$ cat src/rtl/pc_restore_unit.sv
// pc_restore_unit
//   Memory-stage sequencer for RET/RTI. Pops the return context off the data
//   stack in reverse push order (flags, PC low, PC high), captures each 16-bit
//   word, then presents the restored 32-bit PC and 3-bit flags with one-cycle
//   load strobes. Holds busy (pipeline stall) for the whole sequence.
//
//   Build option: define PC_RESTORE_FLAGS_EN to enable the flags pop for RTI.
//   Without it, RTI is sequenced exactly like RET, flags_out is 0 and
//   flags_load never fires.
//
// Ports
//   clk          in   pipeline clock, rising edge
//   rst_n        in   asynchronous active-low reset
//   start        in   pop request, sampled only in IDLE
//   is_rti       in   1 = RTI (also pop flags), 0 = RET; latched at start
//   flush        in   synchronous abort back to IDLE, suppresses strobes
//   mem_data_in  in   [15:0] read word, valid the cycle after mem_rd_en
//   mem_rd_en    out  data-memory read strobe at current SP
//   pc_segment   out  [1:0] 00 = PC high, 01 = PC low, 10 = flags
//   sp_inc       out  one pulse per popped word
//   busy         out  high in every non-IDLE state
//   pc_out       out  [31:0] restored PC {pc_h, pc_l}
//   flags_out    out  [2:0] restored flags
//   pc_load      out  one-cycle strobe, fetch loads pc_out
//   flags_load   out  one-cycle strobe, flag register loads flags_out
//
// state    | meaning
// IDLE     | waiting for start
// RD_FLAGS | reading flags word (RTI only)
// RD_PCL   | reading PC low; flags word arrives this cycle
// RD_PCH   | reading PC high; PC low word arrives this cycle
// CAP_PCH  | no read; PC high word arrives this cycle
// LOAD     | pc_load / flags_load strobe

module pc_restore_unit (
  input  logic        clk,
  input  logic        rst_n,
  input  logic        start,
  input  logic        is_rti,
  input  logic        flush,
  input  logic [15:0] mem_data_in,
  output logic        mem_rd_en,
  output logic [1:0]  pc_segment,
  output logic        sp_inc,
  output logic        busy,
  output logic [31:0] pc_out,
  output logic [2:0]  flags_out,
  output logic        pc_load,
  output logic        flags_load
);

  typedef enum logic [2:0] {
    IDLE     = 3'd0,
    RD_FLAGS = 3'd1,
    RD_PCL   = 3'd2,
    RD_PCH   = 3'd3,
    CAP_PCH  = 3'd4,
    LOAD     = 3'd5
  } state_t;

  state_t      state_q, state_d;
  logic        rd_q;
  logic [1:0]  seg_q;
  logic        busy_q;
  logic        pc_load_q;
  logic [31:0] pc_q;

  always_comb begin
    state_d = state_q;
    case (state_q)
      IDLE: begin
        if (start) begin
`ifdef PC_RESTORE_FLAGS_EN
          state_d = is_rti ? RD_FLAGS : RD_PCL;
`else
          state_d = RD_PCL;
`endif
        end
      end
      RD_FLAGS: state_d = RD_PCL;
      RD_PCL:   state_d = RD_PCH;
      RD_PCH:   state_d = CAP_PCH;
      CAP_PCH:  state_d = LOAD;
      LOAD:     state_d = IDLE;
      default:  state_d = IDLE;
    endcase
    if (flush) state_d = IDLE;
  end

  // Outputs are registered from the next state so they line up with the
  // state they describe.
  always_ff @(posedge clk or negedge rst_n) begin
    if (!rst_n) begin
      state_q   <= IDLE;
      rd_q      <= 1'b0;
      seg_q     <= 2'b00;
      busy_q    <= 1'b0;
      pc_load_q <= 1'b0;
    end else begin
      state_q   <= state_d;
      rd_q      <= (state_d == RD_FLAGS) || (state_d == RD_PCL) || (state_d == RD_PCH);
      seg_q     <= (state_d == RD_FLAGS) ? 2'b10 :
                   (state_d == RD_PCL)   ? 2'b01 : 2'b00;
      busy_q    <= (state_d != IDLE);
      pc_load_q <= (state_d == LOAD);
    end
  end

  // Each word arrives one cycle after its read, i.e. in the following state.
  always_ff @(posedge clk or negedge rst_n) begin
    if (!rst_n) begin
      pc_q <= 32'h0;
    end else if (!flush) begin
      if (state_q == RD_PCH)  pc_q[15:0]  <= mem_data_in;
      if (state_q == CAP_PCH) pc_q[31:16] <= mem_data_in;
    end
  end

`ifdef PC_RESTORE_FLAGS_EN
  logic       rti_q;
  logic [2:0] flags_q;
  logic       flags_load_q;

  always_ff @(posedge clk or negedge rst_n) begin
    if (!rst_n) begin
      rti_q        <= 1'b0;
      flags_q      <= 3'b000;
      flags_load_q <= 1'b0;
    end else begin
      if (state_q == IDLE && start && !flush) rti_q <= is_rti;
      // RD_PCL follows RD_FLAGS exactly when the latched op is RTI.
      if (state_q == RD_PCL && rti_q && !flush) flags_q <= mem_data_in[2:0];
      flags_load_q <= (state_d == LOAD) && rti_q;
    end
  end

  assign flags_out  = flags_q;
  assign flags_load = flags_load_q & ~flush;
`else
  logic unused_is_rti;
  assign unused_is_rti = is_rti;
  assign flags_out     = 3'b000;
  assign flags_load    = 1'b0;
`endif

  // Flush kills strobes in the cycle it is asserted as well as afterwards.
  assign mem_rd_en  = rd_q & ~flush;
  assign sp_inc     = rd_q & ~flush;
  assign pc_segment = seg_q;
  assign busy       = busy_q;
  assign pc_load    = pc_load_q & ~flush;
  assign pc_out     = pc_q;

endmodule

$ cat config.mk
export PLATFORM = sky130hd
export DESIGN_NAME = pc_restore_unit
export DESIGN_NICKNAME = d
export VERILOG_FILES = /design/src/rtl/pc_restore_unit.sv
export SDC_FILE = /design/constraint.sdc
export NUM_CORES = 1
export LEC_CHECK = 0
export CORE_MARGIN = 3
export CORE_UTILIZATION = 45
export CTS_BUF_LIST = sky130_fd_sc_hd__clkbuf_2
export CTS_CLUSTER_DIAMETER = 50
export CTS_CLUSTER_SIZE = 10
export DETAILED_ROUTE_END_ITERATION = 16
export PLACE_DENSITY = 0.87
export SYNTH_ARGS = -nofsm -noshare
export SYNTH_HDL_FRONTEND = slang
export SYNTH_SLANG_ARGS = --single-unit
$ cat constraint.sdc
create_clock -name clk -period 2.7 [get_ports clk]
set_input_delay 0.54 -clock clk [delete_from_list [all_inputs] [get_ports clk]]
set_output_delay 0.54 -clock clk [all_outputs]
set_load 0.005 [all_outputs]
==> results of run 1 <==
-- Yosys cell counts (all sizes together) --
cell / number / area (sq um)
o21a: 1 / 7.51
nor2: 1 / 3.75
nor4: 2 / 12.5
a21oi: 1 / 5.00
or3b: 1 / 8.76
nor4b: 1 / 23.8
nor3: 3 / 15.0
buf: 12 / 100
nand3b: 1 / 7.51
dfrtp: 40 / 1000
and2b: 2 / 15.0
mux2: 32 / 394
xnor2: 1 / 8.76
and4bb: 1 / 12.5
conb: 1 / 3.75
a2111oi: 2 / 17.5
-- per-layer routing --
| metal | vias to the layer above | global-route usage, % |
|---|---|---|
| li1 | 461 | - |
| met5 | - | 0 |
| met2 | 41 | 31.0 |
| met1 | 508 | 18.7 |
| met4 | 0 | 9.14 |
| met3 | 10 | 4.93 |
-- power breakdown --
group	internal (uW)	leakage (uW)	total, uW	switching, uW
clock	59.9	0.0000226	255	195
sequential	782	0.000511	899	117
combinational	484	0.000440	663	180
-- flip-flops by register name (all words and copies together) (netlist names) --
name        cells
busy            1
rd_q            1
pc_load_q       1
state_q         3
pc_out         32
pc_segment      2
-- stage by stage --
step / setup WS, ns / area, sq um / hold WS (ns) / instances
floorplan: 0.918 / 1650 / 0.244 / 106
global placement: 0.415 / 2200 / 0.490 / 200
detailed placement: 0.378 / 2200 / 0.496 / 200
CTS: 0.450 / 2240 / 0.218 / 208
global route: 0.383 / 2240 / 0.239 / 208
finish: 0.466 / 2240 / 0.209 / 208
-- final cells by class --
| type | count | area (sq um) |
|---|---|---|
| clock buffer | 5 | 25.0 |
| clock inverter | 3 | 18.8 |
| fill | 263 | 1170 |
| multi-input combinational | 54 | 551 |
| sequential | 40 | 1000 |
| tap | 46 | 57.6 |
| timing repair buffer | 60 | 588 |
-- logic make-up (layout without fill, tap and decap cells) --
group | count (synthesis) | in the layout | synth area share [%]
AOI/OAI and AO/OA | 4 | 4 | 1.83
xor gates and xnor gates | 1 | 1 | 0.535
buffers and inverters | 12 | 68 | 6.12
DFF | 40 | 40 | 61.2
muxes | 32 | 32 | 24.1
other | 1 | 5 | 0.229
and+or+nand+nor | 12 | 12 | 6.04
-- worst paths after layout --
| check | startpoint | endpoint | slack, ns | cells past startpoint |
|---|---|---|---|---|
| max | flush | sp_inc | 0.47 | 3 |
| min | rst_n | pc_out[11] | 0.21 | 1 |
| max reg2reg | state_q[1] | pc_out[4] | 1.00 | 2 |
| min reg2reg | pc_out[4] | pc_out[4] | 0.54 | 1 |
| max in group asynchronous | rst_n | rd_q | 1.94 | 1 |
| min in group clk | pc_out[4] | pc_out[4] | 0.54 | 1 |
-- worst max-delay path: stages --
cell	delay (ns)
clkdlybuf4s50_1	0.44
and2b_1	0.22
clkdlybuf4s50_1	0.50
==> impl_metrics.env, run 1 <==
export IMPL_crit_type="in2out"
export IMPL_yosysSeqAreaShare_pct=61.2
export IMPL_antenna_found_initial=0
export IMPL_setup_viol=0
export IMPL_core_sq_um=3420
export IMPL_area_growth_pct=36.9
export IMPL_die_y_microns=66.3
export IMPL_dieArea_sq_um=4400
export IMPL_fin_crit_ns=2.23
export IMPL_dr_pass1_iters=4
export IMPL_hold_buffers=0
export IMPL_total_leakage_power_uw=0.000974
export IMPL_finalSetupTns_ns=0
export IMPL_final_core_util_pct=65.6
export IMPL_syn_instance_count=102
export IMPL_cp_required_ns=2.16
export IMPL_grt_overflow=0
export IMPL_place_congestion=0.691
export IMPL_drv_cap=0
export IMPL_p_total_uw=1820
export IMPL_arrival_ns=1.69
export IMPL_drv_slew=0
export IMPL_crit_path_end_kind="output port"
export IMPL_wl_met2_microns=1830
export IMPL_timing_fmax_mhz=448
export IMPL_crit_path_start_kind="input pin"
export IMPL_ir_drop_v=0.000551
export IMPL_wl_met1_microns=1260
export IMPL_num_vias=1020
export IMPL_clkTransAtPathRegs_ns=0.20
export IMPL_crit_fanout=3
export IMPL_wl_per_cell_microns=16.4
export IMPL_routed_via_density=4.90
export IMPL_worst_hold_path_type="in2async"
export IMPL_wl_microns=3420
export IMPL_postCtsSetupRepairBufs=0
export IMPL_drt_iter0_drc=21
export IMPL_final_cell_mix="clkdlybuf4s50_1, dfrtp_1, mux2_2, mux2_4"
export IMPL_ys_warn_count=0
export IMPL_numCtsBuffers=5
export IMPL_finalHoldViolations=0
export IMPL_clock_path_buffers=2
export IMPL_timing_final_crit_share_pct=82.7
export IMPL_dr_max_layer_used="met4"
export IMPL_synth_cell_types=20
export IMPL_h_tree_depth=2
export IMPL_worstMarginPinSlew_ns=0.855
export IMPL_slew_headroom_pct=43.0
export IMPL_skew_ns=0.0226
export IMPL_place_detailed_hpwl_microns=2540
export IMPL_drive_gt1_share_pct=28.4
export IMPL_synth_area_sq_um=1640
export IMPL_grt_max_degree=41
export IMPL_cts_resized=0
export IMPL_grt_pass1_wl_microns=5610
export IMPL_grt_setup_unrepaired="false"
export IMPL_cts_num_sinks=40
export IMPL_start_util_pct=47.9
export IMPL_avgSynthCellArea_sq_um=16.0
export IMPL_tritoncts="done"
export IMPL_num_rows=21
export IMPL_cts_root_buf="clkbuf_2"
export IMPL_antenna_left=0
export IMPL_nets=182
export IMPL_ys_seq_elements=40
export IMPL_pin_count=63
export IMPL_status="completed"
export IMPL_final_common_cell="clkdlybuf4s50_1"
export IMPL_antenna_cells=0
export IMPL_p_per_area_nw_per_um2=811
export IMPL_die_x_microns=66.3
export IMPL_drcViolationCount=0
export IMPL_met3WireLength_microns=233
export IMPL_io_buffers=57
export IMPL_track_usage_pct=17.5
export IMPL_insertion_delay_ns=0.40
export IMPL_first_global_vias=1157
Note: power is estimated with default switching activity, not from simulation.
==> run 2: changes to the inputs <==
--- a/config.mk
+++ b/config.mk
@@ -6,12 +6,12 @@
 export NUM_CORES = 1
 export LEC_CHECK = 0
 export CORE_MARGIN = 3
-export CORE_UTILIZATION = 45
+export CORE_UTILIZATION = 40
 export CTS_BUF_LIST = sky130_fd_sc_hd__clkbuf_2
 export CTS_CLUSTER_DIAMETER = 50
 export CTS_CLUSTER_SIZE = 10
 export DETAILED_ROUTE_END_ITERATION = 16
-export PLACE_DENSITY = 0.87
+export PLACE_DENSITY = 0.82
 export SYNTH_ARGS = -nofsm -noshare
 export SYNTH_HDL_FRONTEND = slang
 export SYNTH_SLANG_ARGS = --single-unit
==> constraint.sdc (replaced) <==
create_clock -name clk -period 1.92 [get_ports clk]
set_input_delay 0.384 -clock clk [delete_from_list [all_inputs] [get_ports clk]]
set_output_delay 0.384 -clock clk [all_outputs]
set_load 0.005 [all_outputs]
==> run 2 against run 1 <==
Non-clock buffer count up 4. Worst setup slack lost 0.33 ns. Utilization decreased by 5.9 points. Sequential cell count is the same. Highest routed layer unchanged.
==> impl_metrics.env, run 2 (synthesized netlist as in run 1, its figures left out) <==
export IMPL_final_cell_mix="clkdlybuf4s50_1, dfrtp_1, mux2_2, mux2_4, buf_4"
export IMPL_insertion_delay_ns=0.38
export IMPL_intPower_uw=1860
export IMPL_setup_viol=0
export IMPL_antenna_cells=0
export IMPL_crit_path_start_kind="input pin"
export IMPL_switchingPower_uw=635
export IMPL_grt_max_degree=22
export IMPL_use_met3_pct=5.04
export IMPL_crit_path_end_kind="output port"
export IMPL_drt_iter0_drc=37
export IMPL_use_met1_pct=15.2
export IMPL_die_x_microns=70.0
export IMPL_num_vias=1025
export IMPL_nets=186
export IMPL_ir_drop_v=0.000490
export IMPL_cts_num_sinks=40
export IMPL_place_inst=205
export IMPL_arrival_ns=1.40
export IMPL_drcViolationCount=0
export IMPL_pwr_share_comb_pct=36.8
export IMPL_track_usage_pct=14.2
export IMPL_switching_share_pct=25.4
export IMPL_area_growth_pct=38.7
export IMPL_use_met2_pct=24.9
export IMPL_antenna_left=0
export IMPL_core_sq_um=3800
export IMPL_clkPwrFrac_pct=13.3
export IMPL_num_rows=22
export IMPL_fin_worst_hold_slack_ns=0.400
export IMPL_crit_fanout=6
export IMPL_drive_gt1_share_pct=29.5
export IMPL_timing_final_crit_share_pct=93.0
export IMPL_pre_cts_ws_ns=-0.189
export IMPL_fill_cells=320
export IMPL_antenna_found_initial=0
export IMPL_cts_root_buf="clkbuf_2"
export IMPL_io_buffers=57
export IMPL_start_util_pct=43.1
export IMPL_die_y_microns=70.0
export IMPL_finalWorstSetupSlack_ns=0.134
export IMPL_status="completed"
export IMPL_first_global_vias=1080
export IMPL_dieArea_sq_um=4900
export IMPL_routed_via_density=4.79
export IMPL_postCtsSetupRepairBufs=0
export IMPL_timing_fmax_mhz=560
export IMPL_wl_microns=3200
export IMPL_grt_busiest_layer="met2"
export IMPL_wl_per_cell_microns=14.9
export IMPL_numCtsBuffers=5
export IMPL_grt_setup_unrepaired="false"
export IMPL_h_tree_depth=2
export IMPL_finalHoldViolations=0
export IMPL_pin_count=63
export IMPL_drv_cap=0
export IMPL_tritoncts="done"
export IMPL_grt_pass1_wl_microns=5330
export IMPL_p_seq_share_pct=49.9
export IMPL_worst_hold_path_type="in2reg"
export IMPL_crit_type="in2out"
export IMPL_largest_register_ffs=32
export IMPL_final_common_cell="clkdlybuf4s50_1"
export IMPL_final_core_util_pct=59.7
export IMPL_fin_cells=214
export IMPL_grt_overflow=0
export IMPL_skew_ns=0.0211
export IMPL_place_congestion=0.733
export IMPL_cp_required_ns=1.54
export IMPL_total_leakage_power_uw=0.00100
export IMPL_fin_crit_ns=1.79
export IMPL_p_per_area_nw_per_um2=1100
export IMPL_dr_pass1_iters=3
export IMPL_clkTransAtPathRegs_ns=0.19
export IMPL_clock_path_buffers=2
export IMPL_finalSetupTns_ns=0
export IMPL_drv_slew=0
==> run 2: cell count changes in the layout (fill, tap and decap cells not counted), sizes merged <==
| cell | before | now |
|---|---|---|
| clkdlybuf4s50 | 56 | 55 |
| clkinvlp | 2 | 0 |
| dlygate4sd3 | 0 | 1 |
| buf | 4 | 7 |
| dlygate4sd2 | 0 | 1 |
| clkinv | 1 | 3 |
==> run 2: layer usage <==
metal  up-vias  wire length [microns]
li1        473                      -
met1       510                   1220
met2        36                   1700
met3         6                    217
met4         0                     64
met5         -                      0
==> run 2: final timing paths <==
check	start	end	slack (ns)	cells past startpoint
worst max register to register	state_q[1]	pc_out[23]	0.35	3
worst max-delay path	flush	mem_rd_en	0.13	3
max in group asynchronous	rst_n	pc_out[7]	0.84	3
min in group asynchronous	rst_n	pc_segment[1]	0.45	2
worst min-delay path	flush	busy	0.40	2
worst min register to register	pc_out[9]	pc_out[9]	0.52	1
==> run 2: cell type report <==
| class | count | area (sq um) | area share (%) |
|---|---|---|---|
| Clock inverter | 3 | 13.8 | 0.606 |
| Timing Repair Buffer | 64 | 619 | 27.3 |
| Clock buffer | 5 | 25.0 | 1.10 |
| Multi-Input combinational cell | 54 | 551 | 24.3 |
| Sequential cell | 40 | 1000 | 44.1 |
| Tap cell | 48 | 60.1 | 2.65 |
==> run 2: timing repair <==
| item | in CTS | in global routing |
|---|---|---|
| hold buffers | 1 | 0 |
| hold endpoints to repair | 19 | 0 |
| endpoints found under the setup margin | 3 | 0 |
| resized for setup | 1 | 0 |
==> run 2: metrics by stage <==
step                power, uW  area, sq um
floorplan                1570         1650
global placement         2160         2220
detailed placement       2200         2220
CTS                      2550         2270
global route             2670         2270
finish                   2500         2270
==> run 2: worst max-delay path, cell delays in order <==
cell             delay [ns]
dlygate4sd2_1          0.29
and2b_1                0.23
clkdlybuf4s50_1        0.50
==> run 2: power by group through the flow <==
stage | Clock (uW) | Sequential [uW] | Combinational [uW]
finish | 332 | 1250 | 919
global route | 402 | 1280 | 986
CTS | 354 | 1250 | 940
detailed placement | 0 | 1270 | 934
global placement | 0 | 1250 | 909
floorplan | 0 | 1260 | 309
